`src/rtl/seg7_pkg.sv`:
```
`default_nettype none
// ============================================================================
// Module  : seg7_pkg
// Purpose : Shared types and constants for the seven-segment display blocks.
// Revision: 1.0 - initial release
// ============================================================================
package seg7_pkg;

    typedef enum logic [1:0] {
        ST_IDLE  = 2'd0,
        ST_DRIVE = 2'd1,
        ST_GAP   = 2'd2
    } seg7_state_e;

    localparam int SEG_W  = 8;
    localparam int SEG_A  = 0;
    localparam int SEG_B  = 1;
    localparam int SEG_C  = 2;
    localparam int SEG_D  = 3;
    localparam int SEG_E  = 4;
    localparam int SEG_F  = 5;
    localparam int SEG_G  = 6;
    localparam int SEG_DP = 7;

    localparam logic [SEG_W-1:0] SEG_OFF_AL = 8'hFF;

    // Active-low glyphs {dp,g,f,e,d,c,b,a}; entry n lives at bits [8n+7:8n].
    localparam logic [16*SEG_W-1:0] HEX_AL_TABLE = {
        8'h8E, 8'h86, 8'hA1, 8'hC6, 8'h83, 8'h88, 8'h90, 8'h80,
        8'hF8, 8'h82, 8'h92, 8'h99, 8'hB0, 8'hA4, 8'hF9, 8'hC0
    };

    function automatic logic [SEG_W-1:0] hex_al(input logic [3:0] nibble);
        return HEX_AL_TABLE[{nibble, 3'b000} +: SEG_W];
    endfunction

endpackage : seg7_pkg
`default_nettype wire

```
`src/rtl/seg7_scan_mux_if.sv`:
```
`default_nettype none
// ============================================================================
// Module  : seg7_scan_mux_if
// Purpose : Display-data inputs and scanned pin outputs of the digit scanner.
// Revision: 1.0 - initial release
// ============================================================================
interface seg7_scan_mux_if
    import seg7_pkg::*;
#(
    parameter int DIGITS = 6,
    parameter int SEL_W  = $clog2(DIGITS)
);
    logic                  en;
    logic [4*DIGITS-1:0]   data_in;
    logic [DIGITS-1:0]     blank_in;
    logic [DIGITS-1:0]     dp_in;
    logic                  lz_en;
    logic [SEL_W-1:0]      sel;
    logic [DIGITS-1:0]     sel_oh;
    logic [SEG_W-1:0]      seg;
    logic                  frame_done;

    modport master (
        output en, data_in, blank_in, dp_in, lz_en,
        input  sel, sel_oh, seg, frame_done
    );

    modport slave (
        input  en, data_in, blank_in, dp_in, lz_en,
        output sel, sel_oh, seg, frame_done
    );
endinterface : seg7_scan_mux_if
`default_nettype wire

```
`src/rtl/seg7_hex_decode.sv`:
```
`default_nettype none
// ============================================================================
// Module  : seg7_hex_decode
// Purpose : Combinational hex-to-segment decode with dp, blank and polarity.
// Revision: 1.0 - initial release
// ============================================================================
module seg7_hex_decode
    import seg7_pkg::*;
(
    input  logic [3:0]       i_nibble,
    input  logic             i_dp,
    input  logic             i_blank,
    input  logic             i_active_low,
    output logic [SEG_W-1:0] o_seg
);
    logic [SEG_W-1:0] w_al;

    always_comb begin
        w_al         = hex_al(i_nibble);
        w_al[SEG_DP] = ~i_dp;
        if (i_blank) begin
            w_al = SEG_OFF_AL;
        end
        o_seg = i_active_low ? w_al : ~w_al;
    end
endmodule : seg7_hex_decode
`default_nettype wire

```
`src/rtl/seg7_scan_mux.sv`:
```
`default_nettype none
// ============================================================================
// Module  : seg7_scan_mux
// Purpose : Multiplexed hex display scanner with frame shadowing and gaps.
// Revision: 1.0 - initial release
// ============================================================================
module seg7_scan_mux
    import seg7_pkg::*;
#(
    parameter int DIGITS         = 6,
    parameter int SCAN_DIV       = 50000,
    parameter int GAP_CYC        = 500,
    parameter int SEG_ACTIVE_LOW = 1,
    parameter int SEL_W          = $clog2(DIGITS)
) (
    input  logic             clk,
    input  logic             rst_n,
    seg7_scan_mux_if.slave   bus
);
    localparam int                 c_CNT_W     = (SCAN_DIV > 1) ? $clog2(SCAN_DIV) : 1;
    localparam logic [c_CNT_W-1:0] c_SLOT_END  = c_CNT_W'(SCAN_DIV - 1);
    localparam logic [c_CNT_W-1:0] c_DRIVE_END = c_CNT_W'(SCAN_DIV - GAP_CYC - 1);
    localparam logic               c_GAP_EN    = (GAP_CYC != 0);
    localparam logic [SEL_W-1:0]   c_LAST      = SEL_W'(DIGITS - 1);
    localparam logic               c_ACT_LOW   = (SEG_ACTIVE_LOW != 0);
    localparam logic [SEG_W-1:0]   c_SEG_OFF   = c_ACT_LOW ? SEG_OFF_AL : ~SEG_OFF_AL;

    localparam logic [1:0] c_ST_IDLE  = ST_IDLE;
    localparam logic [1:0] c_ST_DRIVE = ST_DRIVE;
    localparam logic [1:0] c_ST_GAP   = ST_GAP;

    logic [1:0]          r_state;
    logic [c_CNT_W-1:0]  r_cnt;
    logic [SEL_W-1:0]    r_d;
    logic [4*DIGITS-1:0] r_sh_data;
    logic [DIGITS-1:0]   r_sh_blank;
    logic [DIGITS-1:0]   r_sh_dp;
    logic                r_sh_lz;
    logic [SEL_W-1:0]    r_sel;
    logic [DIGITS-1:0]   r_sel_oh;
    logic [SEG_W-1:0]    r_seg;
    logic                r_frame_done;

    logic [1:0]          w_state_nx;
    logic [c_CNT_W-1:0]  w_cnt_nx;
    logic [SEL_W-1:0]    w_d_nx;
    logic                w_slot_end;
    logic                w_load;
    logic                w_wrap;
    logic [4*DIGITS-1:0] w_sh_data_nx;
    logic [DIGITS-1:0]   w_sh_blank_nx;
    logic [DIGITS-1:0]   w_sh_dp_nx;
    logic                w_sh_lz_nx;
    logic [3:0]          w_nib;
    logic                w_dp;
    logic                w_dark;
    logic                w_allz;
    logic [SEG_W-1:0]    w_dec;

    // Next state; en low always wins, so an aborted frame never wraps.
    always_comb begin
        w_state_nx = r_state;
        w_cnt_nx   = r_cnt;
        w_d_nx     = r_d;
        w_slot_end = 1'b0;
        w_load     = 1'b0;
        w_wrap     = 1'b0;
        if (!bus.en) begin
            w_state_nx = c_ST_IDLE;
            w_cnt_nx   = '0;
            w_d_nx     = '0;
        end else begin
            case (r_state)
                c_ST_IDLE: begin
                    w_state_nx = c_ST_DRIVE;
                    w_cnt_nx   = '0;
                    w_d_nx     = '0;
                    w_load     = 1'b1;
                end
                c_ST_DRIVE: begin
                    if (c_GAP_EN && (r_cnt == c_DRIVE_END)) begin
                        w_state_nx = c_ST_GAP;
                        w_cnt_nx   = r_cnt + 1'b1;
                    end else if (!c_GAP_EN && (r_cnt == c_SLOT_END)) begin
                        w_slot_end = 1'b1;
                    end else begin
                        w_cnt_nx = r_cnt + 1'b1;
                    end
                end
                c_ST_GAP: begin
                    if (r_cnt == c_SLOT_END) begin
                        w_slot_end = 1'b1;
                    end else begin
                        w_cnt_nx = r_cnt + 1'b1;
                    end
                end
                default: begin
                    w_state_nx = c_ST_IDLE;
                    w_cnt_nx   = '0;
                    w_d_nx     = '0;
                end
            endcase
            if (w_slot_end) begin
                w_state_nx = c_ST_DRIVE;
                w_cnt_nx   = '0;
                if (r_d == c_LAST) begin
                    w_d_nx = '0;
                    w_wrap = 1'b1;
                    w_load = 1'b1;
                end else begin
                    w_d_nx = r_d + 1'b1;
                end
            end
        end
    end

    assign w_sh_data_nx  = w_load ? bus.data_in  : r_sh_data;
    assign w_sh_blank_nx = w_load ? bus.blank_in : r_sh_blank;
    assign w_sh_dp_nx    = w_load ? bus.dp_in    : r_sh_dp;
    assign w_sh_lz_nx    = w_load ? bus.lz_en    : r_sh_lz;

    // Digit 0 is the most significant nibble; w_allz tracks "digits 0..i all zero".
    always_comb begin
        w_nib  = 4'h0;
        w_dp   = 1'b0;
        w_dark = 1'b1;
        w_allz = 1'b1;
        for (int i = 0; i < DIGITS; i++) begin
            w_allz = w_allz && (w_sh_data_nx[4*(DIGITS-1-i) +: 4] == 4'h0);
            if (w_d_nx == SEL_W'(i)) begin
                w_nib  = w_sh_data_nx[4*(DIGITS-1-i) +: 4];
                w_dp   = w_sh_dp_nx[i];
                w_dark = w_sh_blank_nx[i] || (w_sh_lz_nx && w_allz && (i != DIGITS - 1));
            end
        end
    end

    seg7_hex_decode u_dec (
        .i_nibble     (w_nib),
        .i_dp         (w_dp),
        .i_blank      (w_dark),
        .i_active_low (c_ACT_LOW),
        .o_seg        (w_dec)
    );

    always_ff @(posedge clk) begin
        if (rst_n) begin
            r_state      <= c_ST_IDLE;
            r_cnt        <= '0;
            r_d          <= '0;
            r_sh_data    <= '0;
            r_sh_blank   <= '0;
            r_sh_dp      <= '0;
            r_sh_lz      <= 1'b0;
            r_sel        <= '0;
            r_sel_oh     <= '0;
            r_seg        <= c_SEG_OFF;
            r_frame_done <= 1'b0;
        end else begin
            r_state      <= w_state_nx;
            r_cnt        <= w_cnt_nx;
            r_d          <= w_d_nx;
            r_sh_data    <= w_sh_data_nx;
            r_sh_blank   <= w_sh_blank_nx;
            r_sh_dp      <= w_sh_dp_nx;
            r_sh_lz      <= w_sh_lz_nx;
            r_sel        <= (w_state_nx == c_ST_IDLE) ? '0 : w_d_nx;
            r_sel_oh     <= (w_state_nx == c_ST_DRIVE) ? (DIGITS'(1) << w_d_nx) : '0;
            r_seg        <= (w_state_nx == c_ST_DRIVE) ? w_dec : c_SEG_OFF;
            r_frame_done <= w_wrap;
        end
    end

    assign bus.sel        = r_sel;
    assign bus.sel_oh     = r_sel_oh;
    assign bus.seg        = r_seg;
    assign bus.frame_done = r_frame_done;

endmodule : seg7_scan_mux
`default_nettype wire
```
`src/flat_wrapper.sv`:
```
// flat-port wrapper written by rule: the top's interface ports become plain ports
module seg7_scan_mux_flat import seg7_pkg::*;
#(
    parameter int DIGITS         = 6,
    parameter int SCAN_DIV       = 50000,
    parameter int GAP_CYC        = 500,
    parameter int SEG_ACTIVE_LOW = 1,
    parameter int SEL_W          = $clog2(DIGITS)
)
  (clk, rst_n, bus_en, bus_data_in, bus_blank_in, bus_dp_in, bus_lz_en, bus_sel, bus_sel_oh, bus_seg, bus_frame_done);
  seg7_scan_mux_if #(.DIGITS(DIGITS), .SEL_W(SEL_W)) bus_i ();
  input  logic clk;
  input  logic rst_n;
  input wire logic [$bits(bus_i.en)-1:0] bus_en;
  input wire logic [$bits(bus_i.data_in)-1:0] bus_data_in;
  input wire logic [$bits(bus_i.blank_in)-1:0] bus_blank_in;
  input wire logic [$bits(bus_i.dp_in)-1:0] bus_dp_in;
  input wire logic [$bits(bus_i.lz_en)-1:0] bus_lz_en;
  output wire logic [$bits(bus_i.sel)-1:0] bus_sel;
  output wire logic [$bits(bus_i.sel_oh)-1:0] bus_sel_oh;
  output wire logic [$bits(bus_i.seg)-1:0] bus_seg;
  output wire logic [$bits(bus_i.frame_done)-1:0] bus_frame_done;
  assign bus_i.en = bus_en;
  assign bus_i.data_in = bus_data_in;
  assign bus_i.blank_in = bus_blank_in;
  assign bus_i.dp_in = bus_dp_in;
  assign bus_i.lz_en = bus_lz_en;
  assign bus_sel = bus_i.sel;
  assign bus_sel_oh = bus_i.sel_oh;
  assign bus_seg = bus_i.seg;
  assign bus_frame_done = bus_i.frame_done;
  seg7_scan_mux #(.DIGITS(DIGITS), .SCAN_DIV(SCAN_DIV), .GAP_CYC(GAP_CYC), .SEG_ACTIVE_LOW(SEG_ACTIVE_LOW), .SEL_W(SEL_W)) u_core (.clk(clk), .rst_n(rst_n), .bus(bus_i));
endmodule
```
`config.mk`:
```
export PLATFORM = sky130hd
export DESIGN_NAME = seg7_scan_mux_flat
export DESIGN_NICKNAME = d
export VERILOG_FILES = /design/src/rtl/seg7_pkg.sv /design/src/rtl/seg7_scan_mux_if.sv /design/src/rtl/seg7_hex_decode.sv /design/src/rtl/seg7_scan_mux.sv /design/src/flat_wrapper.sv
export SDC_FILE = /design/constraint.sdc
export NUM_CORES = 1
export LEC_CHECK = 0
export CAP_MARGIN = 20
export CORE_MARGIN = 2
export CORE_UTILIZATION = 51
export CTS_CLUSTER_DIAMETER = 40
export DETAILED_ROUTE_END_ITERATION = 10
export GPL_ROUTABILITY_DRIVEN = 1
export GPL_TIMING_DRIVEN = 0
export HOLD_SLACK_MARGIN = 0.15
export PLACE_DENSITY = 0.77
export REMOVE_ABC_BUFFERS = 1
export SETUP_SLACK_MARGIN = 0.4
export SYNTH_ARGS = -nofsm -noshare
export SYNTH_HDL_FRONTEND = slang
export SYNTH_SLANG_ARGS = --single-unit
```
`constraint.sdc`:
```
create_clock -name clk -period 3.9 [get_ports clk]
set_input_delay 0.78 -clock clk [delete_from_list [all_inputs] [get_ports clk]]
set_output_delay 0.78 -clock clk [all_outputs]
set_load 0.1 [all_outputs]
```
; Word-level counts from Yosys, hierarchy flattened
; Index checks and enable logic that the tools add are counted.
[classes]
n_addsub = 2
n_mul = 0
n_div = 0
order_cmp = 0
eq_ne = 12
n_shift = 2
n_mux = 40
bitwise = 4
n_reduce_logical = 28
[op_table]
columns = operator, n
row1 = $shiftx A128 B8 Y7 const A, 1
row2 = $eq A16 B16 Y1 const B, 2
row3 = $pmux W16 S2, 1
row4 = $mux W24, 1
row5 = $mux W4, 6
row6 = $mux W1, 21
row7 = $logic_not A4 Y1, 5
row8 = $add A16 B1 Y16 const B, 1
row9 = $mux W16, 1
row10 = $mux W3, 4
row11 = $mux W6, 2
row12 = $eq A3 B3 Y1 const B, 3
row13 = $logic_and A1 B1 Y1, 9
row14 = $reduce_or A3 Y1, 3
row15 = $eq A3 B2 Y1 const B, 2
row16 = $mux W2, 3
row17 = $pmux W2 S3, 1
row18 = $reduce_or A2 Y1, 3
row19 = $shl A1 B3 Y6 const A, 1
row20 = $logic_or A1 B1 Y1, 5
row21 = $eq A2 B1 Y1 const B, 2
row22 = $logic_not A2 Y1, 2
row23 = $not A1 Y1, 4
row24 = $add A3 B1 Y3 const B, 1
row25 = 4 further kinds, 4
[totals]
regBits = 76
latch_bits = 0
mem_bits_rw = 0
rom_bits = 0
in_bits = 40
wordCells = 99
n_memories = 0

; Depth between registers and ports, before layout
; Gate-level depths: netlist of run 1.
[logic_depth]
depth_word = 17
mapped_depth = 18

; Modules after synthesis
; From an unflattened synthesis of run 1, not the netlist that was laid out.
[unflattened]
cells_unflattened = 422
hier_area_um2 = 3858.7
[modules_own_cells]
columns = module, n_inst, cells_per_inst, area_per_inst_um2, seq_area_each_um2
row1 = seg7_scan_mux, 1, 377, 3472.1, 1521.5
row2 = seg7_hex_decode, 1, 45, 386.6, 0.0

; Worst setup path after synthesis of run 1
; No wires, ideal clock.
[synth_timing]
kind = in2reg
start = input bus_en
end = register u_core.r_seg[1], in the netlist u_core.bus.seg[1]
setup_ns = 0.122
t_arrival_ns = 3.400
required_time_ns = 3.778
setup_slack_ns = 0.378
stages = 13
n_path_buf = 4
cell_sequence = clkbuf_1 -> nand3_1 -> o31a_1 -> buf_6 -> buf_6 -> buf_6 -> mux2i_1 -> a32oi_1 -> nor2b_1 -> inv_1 -> ha_1 -> mux2_1 -> a221o_1
[synth_between]
elab_chain_cells = 12
elab_cells_between_ends = 47
classes_between = eq/ne: 6 / shift: 1 / mux: 18 / bitwise: 1 / reduce/logical: 21
[synth_lines]
columns = item, line_no
row1 = from (decl), flat_wrapper.sv:14  ; input wire logic [$bits(bus_i.en)-1:0] bus_en;
row2 = "parallel branches: the longest is 12 deep, another holds $shiftx A128 B8 Y7", --
row3 = to (signal assigned), seg7_scan_mux.sv:157  ; r_seg <= c_SEG_OFF;
row4 = to (signal assigned), seg7_scan_mux.sv:169  ; r_seg <= (w_state_nx == c_ST_DRIVE) ? w_dec : c_SEG_OFF;
row5 = to (decl), seg7_scan_mux.sv:41  ; logic [SEG_W-1:0] r_seg;
; Parallel ways; which one is timed is not known.
; A chain may end at the register's enable or synchronous reset.

; Worst setup path in the final report of run 1
[layout_timing]
start = register u_core.r_state[0]
end = register u_core.r_seg[1], in the netlist u_core.bus.seg[1]
[layout_between]
elab_chain_cells = 16
elab_cells_between_ends = 61
classes_between = eq/ne: 8 / shift: 1 / mux: 28 / bitwise: 1 / reduce/logical: 23
[layout_lines]
columns = item, line_no
row1 = from (decl), seg7_scan_mux.sv:32  ; logic [1:0] r_state;
row2 = from (signal assigned), seg7_scan_mux.sv:148  ; r_state <= c_ST_IDLE;
row3 = from (signal assigned), seg7_scan_mux.sv:160  ; r_state <= w_state_nx;
row4 = "parallel branches: the longest is 16 deep, another holds $mux W4", --
; Parallel ways; which one is timed is not known. The select of a mux whose other input is x is not followed.

==> results.md, run 1 <==
- The flow ran to the end, and the final reports show no timing, DRC or antenna violations.
- Based on the critical path, the design can be clocked at up to 297.1 MHz.
- The final estimated routing congestion in global placement is approximately 0.96.
- The number of cells on the worst hold path is 1.
- In this run the worst hold path is classified as flop to flop.
- After synthesis the netlist holds a flip-flop and latch count of 76.
- In this run, synthesis inferred 0 flip-flops with an integrated enable.
- The count of nets after finishing is around 530.
- Cells with a size suffix above 1 make up 13.43% of the layout.
- The die height is 89.55 um.
- The pre-antenna-repair detailed-routing pass consisted of 5 iterations.
- Max-cap violations in this run came to 0.
- The count of mapped cells out of synthesis is 415.
- The library cells used most frequently in the layout, excluding fill and tap cells, are 73 x dfxtp_1, 69 x nor2_1, 56 x clkdlybuf4s50_1, 32 x nand2_1, 26 x mux2i_1.
- The wire length after detailed routing is 9.166 mm.
- In the synthesized netlist, mux cells make up approximately 11% of the area.
- The worst pin sits at a relative slew slack of 34.10%.
- Subtracting the final worst setup slack from the clock period gives approximately 3.4 ns.
- Sequential cells were found to cover 40.76% of the synthesized design area.
- The number of synthesis warnings is 0.
- The number of setup violations in the final report is 0.
- STA classifies the critical path endpoint as a flop.
- The compound-gate portion of the synthesized area is roughly 15%.
- Cells fill 66.59% of the core in the end.
- The buffer levels on the longest clock path is 2.
- The type of origin of the critical path is a flop.
- The register clock-pin slew on the reported worst setup and hold paths is roughly 0.080 ns.
- In this run, placement finished with an instance count of ~560.
- For this design, the CTS-stage hold fixing added 0 buffers.
- The mean cell area of the mapped netlist is 8.994 um^2.
- The flop-to-flop setup slack is ~0.53 ns.
- Once the floorplan was initialized, standard cells occupied a little over half of the core.
- The via count of the first global-routing pass was 3009.
- Leaving out fill and tap cells, the most frequent cell in the layout is dfxtp_1.
- The estimated wirelength of the detail-placed design is 6.649 mm.
- The number of placement rows is 31.
- The number of antenna violations at the first check in global routing is 0.
- For this design the top-level I/O count stands at 58.
- Along the worst path, the maximum fanout reaches 13.
- The xor and xnor fraction of the mapped netlist area is roughly 3.3%.
- The arrival time reported for the critical path endpoint is 3.61 ns.
- In the final layout, flip-flops and latches occupy about 0.0015 mm^2.
- TritonCTS built the clock tree.
- After detailed routing, the number of vias per cell comes to approximately 5.7.
- At the pin with the least slew margin, the transition time is roughly 0.99 ns.
- The non-filler instance count after layout is a little under 600.
- Across every metal layer, demand over resource in global routing totals 23.17%.
- The startpoint of the lowest-slack register-to-register path is u_core.r_state[0].
- The number of pins exceeding their max-slew limit in the final report is 0.
- The count of buffers inserted at the top-level ports is 57.
- The final global-route overflow total is 0.
- In this run the most critical hold path is launched from u_core.r_cnt[0].
- Dividing the detail-routed wire length by the instance count gives between 15 and 20 um.
- The count of nets left with antenna violations once routing finished came out at 0.
- The number of clock sinks seen by CTS is 76.
- The worst register-to-register path ends at u_core.bus.seg[1].
- The placeable core area is between 0.007 and 0.008 mm^2.
- The worst endpoint required time is just over 4 ns.
- The die covers 0.008018 mm^2.
- The tree is rooted in a clkbuf_8.
- IR analysis of the VDD net gives a maximum drop of around 0.20 mV.
- The overall die width is ~90 um.
- The area added between synthesis and finish is 28.03%.
- The multi-input combinational cells in the finished layout cover a total of about 0.0021 mm^2.
- The layout has roughly 570 filler cells.
- The clock latency of the later-clocked register in the worst-skew pair is around 0.35 ns.
- Across the routed clock network, the largest skew measured is approximately 0.012 ns.
- The total number of vias is between 3000 and 4000.
- The total inserted antenna cells is 0.
- Clock tree synthesis inserted a total of 9 buffers.
- Entering global routing, the biggest net connects 28 pins.
- The setup path with the least slack is of type flop to flop.
- The post-placement cell area is roughly 0.0044 mm^2.
- The area share of and/or/nand/nor cells after synthesis is between 20% and 30%.
- The count of final hold-check violations was 0.
- The distinct cell type count of the synthesized netlist is 63.
- The summed instance area of the synthesized netlist is ~0.0037 mm^2.
- The CTS H-tree depth is 3.
- For this design the ratio of total power to cell area is roughly 370 mW/mm^2.
- The post-route fraction of the period consumed by the critical path is 86.31%.
- The hold-critical path endpoint is u_core.r_cnt[0].
- In the synthesized netlist the dominant register cell turns out to be dfxtp_1.
- The final non-filler cell area is roughly 0.0048 mm^2.
- Setup repair after global routing left no endpoint under its margin.
- The standby leakage power is about 1.8 nW.
- After detailed routing, the number of remaining DRC violations is 0.
- The design draws ~1.8 mW.
- After Yosys synthesis, full adders, half adders and majority gates account for between 3 and 4% of the synthesized area.
- In the synthesized netlist the async set-or-reset flop fraction comes to 0%.
- The dominant combinational cell family by area after synthesis is simple AND/OR/NAND/NOR gates.
- The initial DRC count is between 150 and 200.
- The first global-routing pass estimated between 10 and 15 mm of wire.
- The worst reg2reg path depth is 14.
- The setup TNS is 0 ns.
-- critical path, stage by stage, from the launching register on --
cell	delay, ns
dfxtp_2	0.35
inv_1	0.08
ha_1	0.17
and3b_2	0.23
nand2_4	0.09
o31a_4	0.39
buf_12	0.17
mux2i_4	0.17
mux2i_1	0.10
a2111oi_2	0.43
nor2b_2	0.10
inv_2	0.09
ha_1	0.24
mux2_1	0.30
a221o_1	0.35
-- registers in the layout, summed over array words and instances (netlist names) --
| register | count |
|---|---|
| u_core.bus.sel_oh | 6 |
| u_core.bus.seg | 8 |
| u_core.r_state | 2 |
| u_core.bus.frame_done | 1 |
| u_core.r_cnt | 16 |
| u_core.r_sh_blank | 6 |
| u_core.bus.sel | 3 |
| u_core.r_sh_data | 24 |
| u_core.r_sh_lz | 1 |
| u_core.r_d | 3 |
| u_core.r_sh_dp | 6 |
-- per-layer routing --
metal | up-vias | global-route usage [%] | routed length [um]
met5 | - | 0 | 0
met4 | 0 | 6.513 | 132
met3 | 12 | 5.540 | 574
met2 | 110 | 38.30 | 4496
met1 | 1595 | 30.22 | 3962
li1 | 1611 | - | -
-- area by class of cell --
type / count / share of cell area [%]
clock buffer: 11 / 2.959
inverter: 16 / 1.257
sequential: 76 / 31.92
tap: 99 / 2.592
multi-input combinational: 307 / 44.75
clock inverter: 5 / 1.754
timing repair buffer: 69 / 14.77
-- cell usage after synthesis, types with 3 or more instances --
cell type / number / share of area [%]
mux2_2: 6 / 1.8
buf_6: 4 / 1.2
xor2_1: 5 / 1.2
nand3_1: 10 / 1.3
o211ai_1: 4 / 0.80
ha_1: 10 / 3.4
inv_1: 16 / 1.6
clkbuf_1: 8 / 0.80
o22ai_1: 4 / 0.67
nor4_1: 12 / 2.0
o21ai_0: 8 / 1.1
nor2_1: 69 / 6.9
a221o_1: 5 / 1.3
nand2_1: 33 / 3.3
nor2b_1: 10 / 1.7
o221ai_1: 3 / 0.70
buf_2: 3 / 0.40
and3_1: 3 / 0.50
nor3_1: 9 / 1.2
a21oi_1: 18 / 2.4
dfxtp_1: 76 / 41
mux2i_1: 28 / 7.5
a21oi_2: 3 / 0.70
xnor2_1: 9 / 2.1
mux2_1: 5 / 1.5
-- cell families after synthesis --
| group | Yosys count |
|---|---|
| AO/OA/AOI/OAI | 76 |
| XOR/XNOR | 14 |
| adder cells (fa/ha/maj) | 10 |
| buffers and inverters | 32 |
| flip-flops | 76 |
| multiplexers | 40 |
| AND/OR/NAND/NOR | 167 |
-- worst max-delay path by stage --
| stage | from | end | slack [ns] | depth (start not counted) |
|---|---|---|---|---|
| floorplan | u_core.r_state[0] | u_core.bus.seg[1] | -0.37 | 11 |
| global placement | bus_en | u_core.bus.seg[1] | -1.39 | 11 |
| detailed placement | bus_en | u_core.bus.seg[1] | -0.58 | 11 |
| CTS | bus_en | u_core.bus.seg[1] | 0.41 | 12 |
| global route | u_core.r_state[0] | u_core.bus.seg[1] | 0.39 | 14 |
| finish | u_core.r_state[0] | u_core.bus.seg[1] | 0.53 | 14 |
-- metrics by stage --
step	worst slack [ns]	hold slack [ns]
after floorplan	-0.3655	0.4176
after global placement	-1.386	0.4338
after detailed placement	-0.5796	0.4366
after CTS	0.4116	0.4540
after global routing	0.3941	0.4772
final	0.5340	0.4547
-- power breakdown --
part | switching [mW] | internal (mW) | leakage, nW
clock network | 0.294 | 0.380 | 0.106
registers | 0.0143 | 0.806 | 0.622
logic | 0.163 | 0.132 | 1.11
total | 0.471 | 1.32 | 1.84
-- repair_timing --
item | 4_1_cts | 5_1_grt
pin swaps | 4 | 4
buffers inserted | 4 | 4
gates cloned | 0 | 1
resized for setup | 13 | 18
endpoints found under the hold margin | 0 | 0
setup endpoints to repair | 7 | 8
Note: power is estimated with default switching activity, not from simulation.
==> run 2, diff against run 1 <==
Settings changed: ABC_CLOCK_PERIOD_IN_PS from default to 3900, CORE_ASPECT_RATIO from default to 0.75.
==> results.md, run 2 (synthesis results as in run 1) <==
- The highest net fanout along the worst path was 15 (+2).
- The count of final hold-check violations is 0 (unchanged).
- The top cell types in the final layout, fill and taps aside, are 72 x dfxtp_1, 69 x nor2_1, 55 x clkdlybuf4s50_1, 32 x nand2_1, 25 x mux2i_1.
- The placeable core area is 0.006962 mm^2 (-3.0%).
- The total global-route track usage is 23.58% (+0.41 points).
- The slowest stage of the critical path belongs to the cell o31a_4.
- The post-placement cell area was 0.004349 mm^2 (-0.83%).
- The clock latency of the later-clocked register in the worst-skew pair came to 0.35 ns (about the same).
- The flow ran to the end, and the final reports show no timing, DRC or antenna violations.
- The post-route fraction of the period consumed by the critical path came to 87.86% (+1.6 points).
- The number of placement rows was 26 (-16%).
- The design internal power is 1.182 mW (-10%).
- The timing-limited maximum frequency is 291.8 MHz (-1.8%).
- The flop-to-flop setup slack is 0.52 ns (about the same).
- Setup repair after global routing could not meet its margin everywhere.
- The wire length after detailed routing is 9.304 mm (+1.5%).
- The non-filler instance count after layout is 580 (-0.51%).
- The post-placement cell count is 556 (-0.36%).
- The total number of vias is 3245 (-2.5%).
- The standby leakage power is 1.799 nW (-2.0%).
- The proportion of layout cells with a drive suffix above 1 came to 13.69% (+0.26 points).
- The worst hold path belongs to the class flop to flop.
- The CTS H-tree depth came to 3 (unchanged).
- The clock share of power came to 32.5% (-5.2 points).
- The reported net switching power is 469.4 uW (-0.45%).
- The number of setup violations in the final report was 0 (unchanged).
- The number of iterations in the first detailed-routing pass was 6 (+1).
- The count of fill cells added during filler insertion is 585 (+1.9%).
- The number of maximum-capacitance constraint violations was 0 (unchanged).
- The met2 track demand over resource in global routing came to 33.99% (-4.3 points).
- The buffer levels on the longest clock path is 2 (unchanged).
- The global routing usage on met3 is 7.480% (+1.9 points).
- The top-level port count came to 58 (unchanged).
- The number of flip-flops in the largest register is 24 (unchanged).
- The type of origin of the critical path is an input pin.
- The register clock-pin slew on the reported worst setup and hold paths is 0.08 ns (about the same).
- The final global-route overflow total is 0 (unchanged).
- Ranked by flip-flop count, first place goes to u_core.r_sh_data.
- The worst ir drop on vdd came to 0.2444 mV (+20%).
- The critical path goes through clkdlybuf4s15_2, nand3_1, o31a_4, buf_12, mux2_1, a221o_1, a21oi_4, ha_1, mux2_1, a221o_1.
- The number of vias per cell is 5.595 (-2.0%).
- The count of nets after finishing is 527 (-0.38%).
- The worst hold slack after final layout is 0.4284 ns (-0.02634 ns).
- The overall power of the completed layout was 1.651 mW (-7.8%).
- The die height was 78.09 um (-13%).
- The initial DRC count was 135 (-25%).
- The count of buffers inserted at the top-level ports is 57 (unchanged).
- The number of clock sinks seen by CTS is 76 (unchanged).
- The worst endpoint required time is 4.14 ns (about the same).
- The total inserted antenna cells is 0 (unchanged).
- The relative max-transition margin is 34.04% (-0.066 points).
- The via count of the first global-routing pass is 3093 (+2.8%).
- The cell sitting at the root of the clock tree is a clkbuf_8.
- TritonCTS built the clock tree.
- The final non-filler cell area was 0.004688 mm^2 (-1.9%).
- The final antenna-violating net count is 0 (unchanged).
- The routing layer with the top usage in global route is met1.
- The critical path in this run is classified as input pin to flop.
- The fraction of met1 tracks used by global routing was 34.64% (+4.4 points).
- The overall die width came to 102.8 um (+15%).
- The clock skew after layout came to 0.009744 ns (-0.002209 ns).
- The estimated wirelength of the detail-placed design is 6.644 mm (about the same).
- The minimum period implied by the final worst setup slack is 3.427 ns (+0.06058 ns).
- The area growth from synthesis to layout is 25.61%.
- The worst setup path is captured at a flop.
- The switching share of power is 28.42% (+2.1 points).
- The sequential group share of total power is 49.8% (+4.0 points).
- The total power divided by cell area is 352.2 mW/mm^2 (-6.0%).
- The number of pins exceeding their max-slew limit in the final report is 0 (unchanged).
- The DRC violation count after routing is 0 (unchanged).
- The arrival time reported for the critical path endpoint was 3.67 ns (+0.06 ns).
- The final core area utilization is 67.34% (+0.75 points).
- The global-route wire length before repair is 14.84 mm (+4.7%).
- The number of buffers added by the clock tree synthesis step was 9 (unchanged).
- The final estimated routing congestion in global placement is 0.9258 (-3.6%).
- The stage delay of the slowest cell on the critical path is 0.43 ns (about the same).
- The wire length per cell after detailed routing is 16.04 um (+2.0%).
- The effective utilization at floorplan was 53.61% (+1.6 points).
- The total die area is 0.008026 mm^2 (about the same).
- The most common cell after layout, fill and taps aside is dfxtp_1.
- The maximum number of pins on one net before global-route repair is 41 (+46%).
- The pin slew with the least headroom to its limit is 0.9864 ns (+0.0009866 ns).
- The number of antenna violations at the first check in global routing is 0 (unchanged).
- The part of the power in combinational logic is 17.7% (+1.2 points).
run 2: cell types whose count changed in the layout (fill, tap and decap cells not counted), moves of 2 or more:
cell	before	now
clkinv_2	0	3
mux2i_2	0	2
bufinv_16	2	0
buf_2	0	2
buf_4	9	7
run 2: area by class of cell:
| cell class | count | area [um^2] | area share, % |
|---|---|---|---|
| tap | 98 | 122.6 | 2.615 |
| inverter | 16 | 60.06 | 1.281 |
| multi-input combinational | 307 | 2133 | 45.50 |
| timing repair buffer | 67 | 669.4 | 14.28 |
| clock inverter | 6 | 38.79 | 0.8273 |
| clock buffer | 10 | 137.6 | 2.936 |
| sequential | 76 | 1526 | 32.56 |
run 2: worst paths after layout:
path                                      start                 to  depth (start not counted)
worst max-delay path                     bus_en  u_core.bus.seg[1]                         10
worst min-delay path            u_core.r_cnt[0]    u_core.r_cnt[0]                          1
worst max register to register    u_core.r_d[0]  u_core.bus.seg[1]                         10
worst min register to register  u_core.r_cnt[0]    u_core.r_cnt[0]                          1
run 2: metal layers:
layer	wire length, um	vias to the layer above	share of wire [%]
met2	3916	113	42
met5	0	-	0
met4	72	0	0.77
li1	-	1609	-
met3	856	7	9.2
met1	4458	1516	48
run 2: what timing repair did:
action                                  in CTS  in global routing
hold buffers                                 0                  0
cloned                                       0                  1
resized for setup                           13                 18
pin swaps                                    4                  2
buffers inserted                             4                  3
endpoints found under the setup margin       7                  8
run 2: metrics by stage:
stage	setup slack, ns	TNS [ns]
finish	0.4735	0
global route	0.3442	0
CTS	0.4040	0
detailed placement	-0.5607	-2.182
global placement	-1.440	-8.666
floorplan	-0.3655	-0.9143
run 2: worst max-delay path, delay by kind of cell:
| family | cells | cell delay [ns] |
|---|---|---|
| AOI/OAI and AO/OA | 4 | 1.35 |
| adders and majority gates | 1 | 0.27 |
| buffers and inverters | 2 | 0.45 |
| muxes | 2 | 0.64 |
| and+or+nand+nor | 1 | 0.16 |
run 2: power by group through the flow:
stage	registers, mW	logic, mW	clock network (mW)
2_1_floorplan	0.879	0.130	0
3_3_place_gp	0.836	0.266	0
3_5_place_dp	0.838	0.270	0
4_1_cts	0.820	0.278	0.552
5_1_grt	0.825	0.314	0.584
6_report	0.822	0.292	0.537
==> run 3, diff against run 2 <==
Settings changed: ABC_AREA from default to 1, PLACE_DENSITY 0.77 to 0.76.
==> results.md, run 3 <==
- The number of placement rows is 28 (+7.7%).
- The count of buffers inserted at the top-level ports is 57 (unchanged).
- The die height was 81.63 um (+4.5%).
- The estimated wirelength of the detail-placed design is 6.854 mm (+3.2%).
- The count of final hold-check violations is 0 (unchanged).
- The count of mapped cells out of synthesis came to 593 (+43%).
- Setup repair after global routing left no endpoint under its margin.
- The number of flops mapped to enable cells by yosys is 0 (unchanged).
- The worst setup path is captured at a flop.
- The number of setup violations in the final report was 0 (unchanged).
- The post-route fraction of the period consumed by the critical path is 84.53% (-3.3 points).
- The number of flip-flops in the largest register was 24 (unchanged).
- The area growth from synthesis to layout is 21.10%.
- Leaving out fill and tap cells, the most frequent cell in the layout is nand2_1.
- The highest net fanout along the worst path is 30 (+15).
- The relative max-transition margin was 34.72% (+0.69 points).
- The post-CTS setup buffer count is 0 (-4).
- The distinct cell type count of the synthesized netlist is 40 (-37%).
- The total global-route track usage is 22.74% (-0.83 points).
- Among all cell types in the netlist, the one instantiated most often is nand2_1.
- The worst setup path is of the input pin to flop kind.
- The routed length on met3 is 598 um (-30%).
- The share of synthesized area occupied by flip-flops and latches came to 37.13% (-3.6 points).
- The total number of vias is 3830 (+18%).
- The final antenna-violating net count is 0 (unchanged).
- The pin slew with the least headroom to its limit was 0.9761 ns (-0.01027 ns).
- The leading area contributor after synthesis is dfxtp_1.
- By count the netlist is led by 139 x nand2_1, 92 x nor2_1, 76 x dfxtp_1.
- The total die area is 0.008775 mm^2 (+9.3%).
- The proportion of layout cells with a drive suffix above 1 came to 10.74% (-3.0 points).
- The highest layer touched by signal routing is met4.
- The post-placement cell area came to 0.004690 mm^2 (+7.8%).
- The arrival time reported for the critical path endpoint is 3.54 ns (-0.13 ns).
- The number of buffers added by the clock tree synthesis step is 9 (unchanged).
- The standby leakage power is 2.255 nW (+25%).
- The largest register by flop count is u_core.r_sh_data.
- The path with the worst hold slack has its endpoint at u_core.r_cnt[0].
- The top-level port count came to 58 (unchanged).
- The placeable core area is 0.007848 mm^2 (+13%).
- The launch instance of the worst min-delay path is u_core.r_cnt[0].
- The proportion of synthesized flip-flops having asynchronous set or reset is 0% (unchanged).
- The detailed route wirelength on metal2 is 4.171 mm (+6.5%).
- The timing-limited maximum frequency came to 303.3 MHz (+3.9%).
- The overall power of the completed layout is 1.859 mW (+13%).
- The global-route wire length before repair is 15.55 mm (+4.8%).
- The total power divided by cell area is 374.7 mW/mm^2 (+6.4%).
- The worst endpoint required time is 4.14 ns (about the same).
- The wire length per cell after detailed routing was 12.73 um (-21%).
- The worst path setup slack after routing is 0.6032 ns (+0.1297 ns).
- The wire length after detailed routing is 9.633 mm (+3.5%).
- The number of maximum-capacitance constraint violations came to 0 (unchanged).
- The clock latency of the later-clocked register in the worst-skew pair was 0.36 ns (about the same).
- The worst-case setup slack after placement is -0.5680 ns (-0.007285 ns).
- The worst ir drop on vdd was 0.2283 mV (-6.6%).
- The detailed-routing wirelength on met1 is 4.755 mm (+6.7%).
- The total inserted antenna cells is 0 (unchanged).
- The DRC violation count after routing is 0 (unchanged).
- The startpoint of the lowest-slack register-to-register path is u_core.r_state[0].
- The number of antenna violations at the first check in global routing is 0 (unchanged).
- Ranked by total cell area, the synthesized netlist is headed by dfxtp_1 37%, nand2_1 13%, nor2_1 8.4%.
- The final non-filler cell area is 0.004962 mm^2 (+5.8%).
- The mean cell area of the mapped netlist is 6.910 um^2 (-23%).
- The number of iterations in the first detailed-routing pass is 5 (-1).
- In this run the critical register-to-register path is captured at u_core.bus.seg[3].
- The final global-route overflow total is 0 (unchanged).
- The count of nets after finishing is 697 (+32%).
- The minimum period implied by the final worst setup slack is 3.297 ns (-0.1297 ns).
- The clock tree root driver cell is clkbuf_8.
- The register clock-pin slew on the reported worst setup and hold paths is 0.08 ns (about the same).
- The final estimated routing congestion in global placement is 0.8987 (-2.9%).
- The clock tree from TritonCTS is done.
- The library cells used most frequently in the layout, excluding fill and tap cells, are 139 x nand2_1, 92 x nor2_1, 76 x dfxtp_1, 75 x inv_1, 55 x clkdlybuf4s50_1.
- The worst setup path is launched from an input pin.
- The summed instance area of the synthesized netlist is 0.004098 mm^2 (+9.8%).
- The CTS H-tree depth came to 3 (unchanged).
- The clock skew after layout came to 0.01050 ns (+0.0007552 ns).
- The via count of the first global-routing pass came to 3348 (+8.2%).
- The number of pins exceeding their max-slew limit in the final report is 0 (unchanged).
- The maximum number of pins on one net before global-route repair was 53 (+29%).
- The register bit count reported by yosys is 76 (unchanged).
- The top flip-flop cell by instance count after synthesis is dfxtp_1.
- The number of vias per cell is 5.059 (-9.6%).
- The flop-to-flop setup slack came to 0.70 ns (+0.18 ns).
- The initial DRC count is 212 (+57%).
- The top cell type's share of synthesized area came to 37.13% (-3.6 points).
- The worst reg2reg path depth is 20 (+10).
- The number of clock sinks seen by CTS is 76 (unchanged).
- The number of synthesis warnings is 0 (unchanged).
- The effective utilization at floorplan is 52.22% (-1.4 points).
- The overall die width is 107.5 um (+4.6%).
- The number of cells on the worst hold path was 1 (unchanged).
- The run finished with clean final reports.
- The path class of the tightest hold or removal check is flop to flop.
- The final core area utilization is 63.23% (-4.1 points).
- The buffer levels on the longest clock path is 2 (unchanged).
[run 3: worst max path at each step]
stage	startpoint	to	cells after the start
finish	bus_en	u_core.bus.seg[3]	15
detailed placement	bus_en	u_core.bus.seg[3]	15
global route	u_core.r_state[0]	u_core.bus.seg[3]	20
floorplan	u_core.r_state[0]	u_core.bus.seg[3]	17
global placement	bus_en	u_core.bus.seg[3]	13
CTS	u_core.r_state[0]	u_core.bus.seg[3]	17
[run 3: layer usage]
layer | global-route usage, % | vias to the layer above
met5 | 0 | -
met4 | 7.308 | 0
met3 | 6.190 | 13
met2 | 34.09 | 100
met1 | 31.90 | 1738
li1 | - | 1979
[run 3: area by class of cell]
cell class              instances  area (um^2)
clock buffers                   9        123.9
clock inverters                 7        115.1
fillers                       713         2885
inverters                      86        322.8
multi-input cells             417         2182
flip-flops and latches         76         1521
well taps                     105        131.4
repair buffers                 57        565.5
[run 3: where the power goes]
part / internal, mW / switching, mW / total (mW)
clock: 0.422 / 0.302 / 0.725
combinational: 0.114 / 0.200 / 0.314
sequential: 0.810 / 0.0103 / 0.820
total: 1.35 / 0.513 / 1.86
[run 3: cell families after synthesis]
family | after synthesis | synth area share [%]
simple gates | 355 | 41.65
fa+ha+maj | 10 | 3.053
buf+inv | 101 | 10.44
xor+xnor | 1 | 0.2138
mux | 7 | 1.710
compound gates | 43 | 5.802
flops | 76 | 37.13
[run 3: stage by stage]
step	TNS [ns]	hold slack [ns]	instances
final	0	0.4543	757
after global routing	0	0.4774	757
after CTS	0	0.4561	756
after detailed placement	-3.406	0.4431	740
after global placement	-3.108	0.4233	740
after floorplan	0	0.4176	578
[run 3: worst max-delay path, cell delays in order]
cell,delay (ns)
clkdlybuf4s18_2,0.69
nand3_2,0.41
inv_2,0.18
nor2_2,0.09
inv_1,0.12
nor2_1,0.05
nor2_1,0.15
nand4_1,0.23
ha_1,0.32
inv_1,0.13
nand4_1,0.10
nand3_1,0.09
nand2_1,0.05
inv_1,0.04
nand3_1,0.05
[run 3: repair_timing]
action | 4_1_cts | 5_1_grt
setup endpoints to repair | 8 | 7
hold buffers | 0 | 0
endpoints found under the hold margin | 0 | 0
gates resized for setup | 3 | 4
cloned | 0 | 1
